$ cat src/rtl/mem_port_arbiter_pkg.sv
`default_nettype none
// +------------------------------------------------------------------------+
// | mem_port_arbiter_pkg                                                    |
// | Shared types, size encodings and load-extension helper for the arbiter.|
// | Revision: 1.0                                                           |
// +------------------------------------------------------------------------+
package mem_port_arbiter_pkg;

  typedef enum logic [0:0] {IDLE = 1'b0, ACCESS = 1'b1} state_t;
  typedef enum logic [0:0] {FETCH = 1'b0, DATA = 1'b1} req_id_t;

  localparam logic [1:0] c_size_byte  = 2'b01;
  localparam logic [1:0] c_size_word  = 2'b10;
  localparam logic [1:0] c_size_dword = 2'b11;

  localparam int c_default_timeout = 15;

  function automatic logic [63:0] load_extend(input logic [1:0] size, input logic [63:0] raw);
    case (size)
      c_size_byte: load_extend = {56'd0, raw[7:0]};
      c_size_word: load_extend = {32'd0, raw[31:0]};
      default:     load_extend = raw;
    endcase
  endfunction

endpackage
`default_nettype wire

$ cat src/rtl/mem_port_arbiter_rr_arb2.sv
`default_nettype none
// +------------------------------------------------------------------------+
// | rr_arb2                                                                 |
// | Two-requester round-robin arbiter with per-requester masks.            |
// | Revision: 1.0                                                           |
// +------------------------------------------------------------------------+
module rr_arb2
  import mem_port_arbiter_pkg::*;
(
  input  logic    clock,
  input  logic    reset_n,
  input  logic    req_fetch,
  input  logic    req_data,
  input  logic    mask_fetch,
  input  logic    mask_data,
  input  logic    accept,
  output logic    gnt_valid,
  output req_id_t gnt_id
);

  req_id_t r_last_grant;
  logic    w_elig_fetch;
  logic    w_elig_data;

  assign w_elig_fetch = req_fetch & ~mask_fetch;
  assign w_elig_data  = req_data  & ~mask_data;

  always_comb begin
    gnt_valid = w_elig_fetch | w_elig_data;
    gnt_id    = FETCH;
    if (w_elig_fetch && w_elig_data)
      gnt_id = (r_last_grant == FETCH) ? DATA : FETCH;
    else if (w_elig_data)
      gnt_id = DATA;
  end

  // Resetting to FETCH lets the data port win the very first tie.
  always_ff @(posedge clock or negedge reset_n) begin
    if (!reset_n)
      r_last_grant <= FETCH;
    else if (accept && gnt_valid)
      r_last_grant <= gnt_id;
  end

endmodule
`default_nettype wire

$ cat src/rtl/mem_port_arbiter.sv
`default_nettype none
// +------------------------------------------------------------------------+
// | mem_port_arbiter                                                        |
// | Shares one memory port between a fetch and a data requester.           |
// | Revision: 1.0                                                           |
// +------------------------------------------------------------------------+
module mem_port_arbiter
  import mem_port_arbiter_pkg::*;
#(
  parameter int TIMEOUT = c_default_timeout,
  parameter int AW      = 64
) (
  input  logic          clock,
  input  logic          reset_n,
  input  logic          f_req,
  input  logic [AW-1:0] f_addr,
  output logic          f_ack,
  output logic [31:0]   f_rdata,
  input  logic          d_req,
  input  logic          d_we,
  input  logic [1:0]    d_size,
  input  logic [AW-1:0] d_addr,
  input  logic [63:0]   d_wdata,
  output logic          d_ack,
  output logic [63:0]   d_rdata,
  output logic          m_cs,
  output logic          m_we,
  output logic [1:0]    m_size,
  output logic [AW-1:0] m_addr,
  output logic [63:0]   m_wdata,
  input  logic [63:0]   m_rdata,
  input  logic          m_ready,
  output logic          busy,
  output logic          bus_err
);

  localparam int c_cnt_w = (TIMEOUT > 1) ? $clog2(TIMEOUT) : 1;
  localparam logic [c_cnt_w-1:0] c_cnt_last = c_cnt_w'(TIMEOUT - 1);

  state_t               r_state;
  req_id_t              r_id;
  logic                 r_we;
  logic [1:0]           r_size;
  logic [AW-1:0]        r_addr;
  logic [63:0]          r_wdata;
  logic [c_cnt_w-1:0]   r_cnt;
  logic                 w_gnt_valid;
  req_id_t              w_gnt_id;
  logic                 w_done;

  rr_arb2 u_arb (
    .clock      (clock),
    .reset_n    (reset_n),
    .req_fetch  (f_req),
    .req_data   (d_req),
    .mask_fetch (f_ack),
    .mask_data  (d_ack),
    .accept     (r_state == IDLE),
    .gnt_valid  (w_gnt_valid),
    .gnt_id     (w_gnt_id)
  );

  assign w_done  = m_ready || (r_cnt == c_cnt_last);
  assign busy    = (r_state == ACCESS);
  assign m_cs    = busy;
  // Latched fields are cleared on exit so the bus reads zero while idle.
  assign m_we    = r_we;
  assign m_size  = r_size;
  assign m_addr  = r_addr;
  assign m_wdata = r_wdata;

  always_ff @(posedge clock or negedge reset_n) begin
    if (!reset_n) begin
      r_state <= IDLE;
      r_id    <= FETCH;
      r_we    <= 1'b0;
      r_size  <= 2'b00;
      r_addr  <= '0;
      r_wdata <= '0;
      r_cnt   <= '0;
      f_ack   <= 1'b0;
      d_ack   <= 1'b0;
      bus_err <= 1'b0;
      f_rdata <= '0;
      d_rdata <= '0;
    end else begin
      f_ack   <= 1'b0;
      d_ack   <= 1'b0;
      bus_err <= 1'b0;
      case (r_state)
        IDLE: begin
          if (w_gnt_valid) begin
            r_state <= ACCESS;
            r_id    <= w_gnt_id;
            r_cnt   <= '0;
            if (w_gnt_id == DATA) begin
              r_addr  <= d_addr;
              r_we    <= d_we;
              r_size  <= d_size;
              r_wdata <= d_wdata;
            end else begin
              r_addr  <= f_addr;
              r_we    <= 1'b0;
              r_size  <= c_size_word;
              r_wdata <= '0;
            end
          end
        end
        ACCESS: begin
          if (w_done) begin
            r_state <= IDLE;
            r_we    <= 1'b0;
            r_size  <= 2'b00;
            r_addr  <= '0;
            r_wdata <= '0;
            bus_err <= ~m_ready;
            if (r_id == FETCH) begin
              f_ack   <= 1'b1;
              f_rdata <= m_ready ? m_rdata[31:0] : 32'd0;
            end else begin
              d_ack <= 1'b1;
              if (!r_we)
                d_rdata <= m_ready ? load_extend(r_size, m_rdata) : 64'd0;
            end
          end else begin
            r_cnt <= r_cnt + 1'b1;
          end
        end
        default: r_state <= IDLE;
      endcase
    end
  end

endmodule
`default_nettype wire

$ cat config.mk
export PLATFORM = sky130hd
export DESIGN_NAME = mem_port_arbiter
export DESIGN_NICKNAME = d
export VERILOG_FILES = /design/src/rtl/mem_port_arbiter_pkg.sv /design/src/rtl/mem_port_arbiter_rr_arb2.sv /design/src/rtl/mem_port_arbiter.sv
export SDC_FILE = /design/constraint.sdc
export NUM_CORES = 1
export LEC_CHECK = 0
export CORE_AREA = 2 2 193 195
export DETAILED_ROUTE_END_ITERATION = 8
export DIE_AREA = 0 0 195 197
export PLACE_DENSITY = 0.65
export SLEW_MARGIN = 20
export SYNTH_ARGS = -nofsm -noshare
export SYNTH_HDL_FRONTEND = slang
export SYNTH_SLANG_ARGS = --single-unit
$ cat constraint.sdc
create_clock -name clock -period 2.3 [get_ports clock]
set_input_delay 0.46 -clock clock [delete_from_list [all_inputs] [get_ports clock]]
set_output_delay 0.46 -clock clock [all_outputs]
set_load 0.05 [all_outputs]
### Word level (Yosys, flattened, before mapping)

Cells that the tools add are included.

| storage, ports and cells | value |
|---|---|
| register bits | 237 |
| output and inout bits | 232 |
| logic and storage cells | 72 |
| input bits | 264 |

| cells by class | value |
|---|---|
| add/subtract/negate cells | 1 |
| bitwise gates (word level) | 9 |
| reduce and logical (&&, ||, !) cells | 8 |
| muxes and demuxes | 35 |
| equality and inequality tests | 6 |

Operator list:

| cell | count |
|---|---|
| 64-bit 2-to-1 mux | 6 |
| 64-bit one-hot mux with 2 select lines | 3 |
| 32-bit 2-to-1 mux | 1 |
| 1-bit 2-to-1 mux | 16 |
| 4-bit 2-to-1 mux | 2 |
| 4-bit one-hot mux with 2 select lines | 1 |
| 2-bit 2-to-1 mux | 3 |
| 1-bit NOT | 6 |
| 2-bit AND reduction | 3 |
| 4-bit by 1-bit adder with 4-bit output, second input constant | 1 |
| 4-bit == test, second input constant | 1 |
| 2-bit != test, second input constant | 2 |
| 1-bit one-hot mux with 2 select lines | 2 |
| 2-bit one-hot mux with 2 select lines | 1 |
| 4-bit AND reduction | 1 |
| 3-bit AND reduction | 1 |
| 1-bit AND | 2 |
| 2-bit by 1-bit == test with 1-bit output, second input constant | 1 |
| 2-bit == test, second input constant | 1 |
| 1-bit logical AND | 2 |
| 2-bit by 1-bit != test with 1-bit output, second input constant | 1 |
| 1-bit logical OR | 1 |
| 1-bit OR | 1 |

### Logic depth before layout (Yosys ltp)

| logic depth | value |
|---|---|
| depth in word-level cells | 7 |
| depth in mapped cells | 9 |
| gate-level depth less buffers | 6 |

### Modules after synthesis

Synthesis repeated with hierarchy kept, for this count alone.

| second synthesis, totals | value |
|---|---|
| cell total of the unflattened synthesis | 700 |
| area total of the unflattened synthesis | 9476.6 um^2 |

Modules (own cells, without submodules):

| module | area an instance (um^2) | cells an instance | seq. area each (um^2) | times used |
|---|---|---|---|---|
| mem_port_arbiter | 9389.0 | 691 | 5905.7 | 1 |
| rr_arb2 | 87.6 | 9 | 25.0 | 1 |

### Worst setup path after synthesis

No wires, ideal clock.

| timing path | value |
|---|---|
| kind | register -> register |
| start point | reg r_size[0] (netlist: m_size[0]) |
| end point | reg d_rdata[24] |
| data required time | 2.166 ns |
| library setup time | 0.134 ns |
| path buffers | 2 |
| slack | 0.408 ns |
| stages on the path, launching flop included | 8 |
| data arrival time | 1.758 ns |
| clock period less this slack | 1.892 ns |
| cell sequence | dfrtp_1 inv_1 ha_1 or2_2 clkbuf_1 clkbuf_1 nand3_1 o21ai_0 |

| on the way | value |
|---|---|
| longest elaborated chain between the ends | 3 |
| elaborated cells between the ends (all ways) | 4 |
| classes of those cells | eq/ne (2); mux (2) |

RTL lines:

| element | RTL line | RTL |
|---|---|---|
| from (decl) | mem_port_arbiter.sv:43 | `logic [1:0] r_size;` |
| from (signal assigned) | mem_port_arbiter.sv:99 | `r_size <= d_size;` |
| from (signal assigned) | mem_port_arbiter.sv:104 | `r_size <= c_size_word;` |
| 2-bit == test / 2-bit by 1-bit == test with 1-bit output (equally long branches) | mem_port_arbiter_pkg.sv:19 | `case (size)` |
| 64-bit one-hot mux with 2 select lines (*) | mem_port_arbiter_pkg.sv:19 |  |
| 64-bit 2-to-1 mux (*) | mem_port_arbiter.sv:123 | `d_rdata <= m_ready ? load_extend(r_size, m_rdata) : 64'd0;` |
| to (signal assigned) | mem_port_arbiter.sv:123 |  |
| to (decl) | mem_port_arbiter.sv:25 | `output logic [63:0] d_rdata,` |

Every way passes the cells marked *; elsewhere a longest branch is shown, timed or not.
A chain may end at the register's enable or synchronous reset.

### Worst setup path after layout

| timing path | value |
|---|---|
| start point | reg r_wdata[58] (netlist: m_wdata[58]) |
| end point | out m_wdata[58] |

RTL lines:

| element | RTL line | RTL |
|---|---|---|
| from (decl) | mem_port_arbiter.sv:45 | `logic [63:0] r_wdata;` |
| from (signal assigned) | mem_port_arbiter.sv:100 | `r_wdata <= d_wdata;` |
| to (decl) | mem_port_arbiter.sv:30 | `output logic [63:0] m_wdata,` |

No word-level cell between the ends.

==> key figures <==
Status
  • Status: completed

Detailed routing
  • Via/cell ratio: 4.583
  • WL/cell: about 19 µm
  • Number of DRC markers in iteration 0: 285
  • Initial DRT Pass Iterations: 4
  • DR vias: 8007
  • WL final: 32.72 mm
  • ANT nets after route: 0
  • Drc violations: 0

STA
  • F_max: 446.4 MHz
  • Final setup viols: 0
  • Final hold violations: 0
  • RSZ-0062 raised after global routing: false
  • Final Critical Period: 2240 ps
  • Setup TNS after final layout: 0 ps
  • Worst Skew: 15.69 ps
  • Worst-Margin Slew: 634.8 ps
  • Worst slew margin: 57.68%
  • Final worst-path cycle share: between 90% and 100%
  • Final Max Slew Viols: 0

Power
  • Reg power frac: a little over a quarter
  • Psw: 12.06 mW
  • Switching part of the total: 47.56%
  • Internal power: between 10 and 15 mW
  • Clock power frac: 17.0%
  • PD cells: 1581 nW/µm²
  • Comb pwr share: 55.5%
  • P_leak: just under 7 nW
  • Worst vdd ir: 0.8408 mV
  • Total Power: 25.36 mW

Yosys
  • Post-synthesis sequential area ratio: 62.41%
  • Mux share of post-synthesis cell area: under 10%
  • Top cells by area, synth: dfrtp_1, a22o_1, mux2i_1
  • Synth Area in Compound Gates: 19.07%
  • Largest family of logic cells by synthesized area: compound AO/OA/AOI/OAI gates
  • Post-Synth Simple-Gate Area: under 10%
  • Mapped cell area: 9463 µm²
  • Cell taking the most area after synthesis: dfrtp_1
  • Syn Nets: approximately 1.0k
  • Post-Synth Adder-Cell Area: 0.3967%
  • Flops & latches, synth: ~240
  • Avg Cell Area, Syn: 12.39 µm²
  • Yosys cell types: 29
  • Share of the synthesized area in the top cell type: 62.41%
  • Synth Warn #: 0
  • Post-synthesis xor/xnor area fraction: 0%
  • Cells after Synth: 764

Global routing
  • Vias in the first global route: about 8.5k
  • Global-route wire length before repair: 50.17 mm
  • Initial antenna violation count: 2
  • GRT overflow: 0
  • Total GRT Usage: 16.45%
  • Largest net degree at the start of global routing: 97

Placed design
  • RD Place Congestion: 0.8103
  • Post-DP HPWL: 23.65 mm
  • PortBufs: 495
  • Placed cells: 1695

Final layout
  • Post-Layout Cell Count: 1747
  • Fraction of layout cells with a size suffix above 1: 7.048%
  • Post-layout nets: 1524
  • Layout area overhead: 69.54%
  • Most frequent cells in the layout: clkdlybuf4s50_1, dfrtp_1, a22o_1
  • Commonest non-fill, non-tap cell in the layout: clkdlybuf4s50_1

Die
  • Die Span X: 195 µm
  • Initial Util: 26.10%
  • Standard-cell rows: 70
  • Area of the core: 36260 µm²
  • Ports: 496
  • DIE AREA: 38420 µm²
  • Die Ht: ~200 µm

Setup path
  • Bufs and invs on worst path: 1
  • Slowest Stage Delay on Critical Path: 870 ps
  • CP max FO: 2
  • Worst EP required: ~1800 ps
  • CP arrival: 1780 ps
  • Crit path launch type: register
  • Critical Setup Path Class: register to output pin
  • CP delay by family, top: buffers and inverters
  • CP max-delay cell: clkdlybuf4s50_1
  • Worst path cell trace: clkdlybuf4s50_1
  • Endpoint type of the worst setup path: output pin

Clocking
  • CTS Buf Count: 27
  • Clock Path Buffers: 3
  • Post-CTS Setup Bufs: 0
  • Worst-Skew Late Latency: ~540 ps
  • Total clock sinks: 236
  • CTS tree: built
  • Root Buffer: clkbuf_16
  • Clk slew on worst S/H paths: 60 ps
  • H-Tree Depth: 1

Job
  • Number of max-cap violations: 0

Worst hold path
  • HP Class: input port to register
## worst register-to-register path, delay by kind of cell (launching register included)
family | cells | cell delay [ps]
AO/OA/AOI/OAI | 2 | 550
flip-flops | 1 | 410
AND/OR/NAND/NOR | 2 | 400
buffers and inverters | 2 | 340
adder cells (fa/ha/maj) | 1 | 210
## kinds of logic after synthesis
| group | after synthesis |
|---|---|
| AOI/OAI and AO/OA | 235 |
| adders and majority gates | 3 |
| buffers and inverters | 107 |
| DFF | 236 |
| muxes | 64 |
| and+or+nand+nor | 119 |
## power groups by stage
stage	Combinational, mW	Clock, mW	Sequential, mW
detailed placement	14.3	0	6.97
finish	14.1	4.32	6.96
global route	14.7	4.66	7.20
floorplan	2.99	0	12.9
CTS	14.2	4.46	6.97
global placement	14.1	0	6.97
## Yosys cell counts
library cell    n
dfrtp_1       236
a22o_1         98
o21ai_0        65
o2bb2ai_1      65
mux2i_1        64
nand3_1        59
nand2_1        42
inv_1          38
buf_2          27
clkbuf_1       26
buf_4           8
buf_6           5
and2_1          3
buf_1           3
ha_1            3
nor2b_1         3
nor3_1          3
a211o_1         2
nand3b_1        2
nor2_1          2
nor3b_1         2
a21boi_1        1
a21o_1          1
a22oi_1         1
a31oi_1         1
and4_1          1
nand2b_4        1
o21ai_1         1
or2_2           1
## registers in the layout, indices dropped and copies added (netlist names)
name                cells
m_we                    1
d_ack                   1
r_cnt                   4
f_ack                   1
m_addr                 64
d_rdata                64
m_size                  2
busy                    1
bus_err                 1
u_arb.r_last_grant      1
f_rdata                32
m_wdata                64
## stage by stage
step / instance area [µm²] / hold slack [ps] / util, % / setup WS, ps
after floorplan: 9463 / 164.4 / - / 408.0
after global placement: 15140 / 461.8 / 41.75 / 99.93
after detailed placement: 15140 / 469.5 / 41.75 / 37.13
after CTS: 16030 / 101.5 / 44.22 / 7.626
after global routing: 16040 / 123.0 / 44.24 / 2.680
final: 16040 / 137.9 / 44.24 / 59.66
## per-layer routing
layer  up-vias  GRT usage, %  share of wire [%]
li1       3777             -                  -
met1      3864         20.30                 40
met2       302         27.91                 49
met3        64         3.970                7.1
met4         0         6.277                3.6
met5         -             0                  0
## worst paths after layout
path / start / endpoint / slack [ps] / cells past startpoint
worst max-delay path: m_wdata[58] / m_wdata[58] / 60 / 1
worst min-delay path: m_ready / bus_err / 140 / 2
worst max register to register: r_cnt[0] / m_wdata[6] / 320 / 7
worst min register to register: d_rdata[1] / d_rdata[1] / 480 / 2
max in group asynchronous: reset_n / m_addr[55] / 1160 / 3
min in group asynchronous: reset_n / d_rdata[20] / 510 / 2
## layout make-up
| class | instances | area, µm² |
|---|---|---|
| diodes | 2 | 5.005 |
| clock buffers | 39 | 780.7 |
| clock inverters | 10 | 110.1 |
| fillers | 3427 | 20220 |
| inverters | 38 | 142.6 |
| multi-input cells | 421 | 3085 |
| flip-flops and latches | 236 | 5906 |
| well taps | 468 | 585.6 |
| repair buffers | 533 | 5428 |
## what timing repair did
action                                 in CTS  in global routing
hold buffers                                1                  0
resized for setup                           4                  2
endpoints found under the hold margin      55                  0
setup endpoints to repair                   4                  2
No activity file was read; power rests on OpenSTA's default activity.
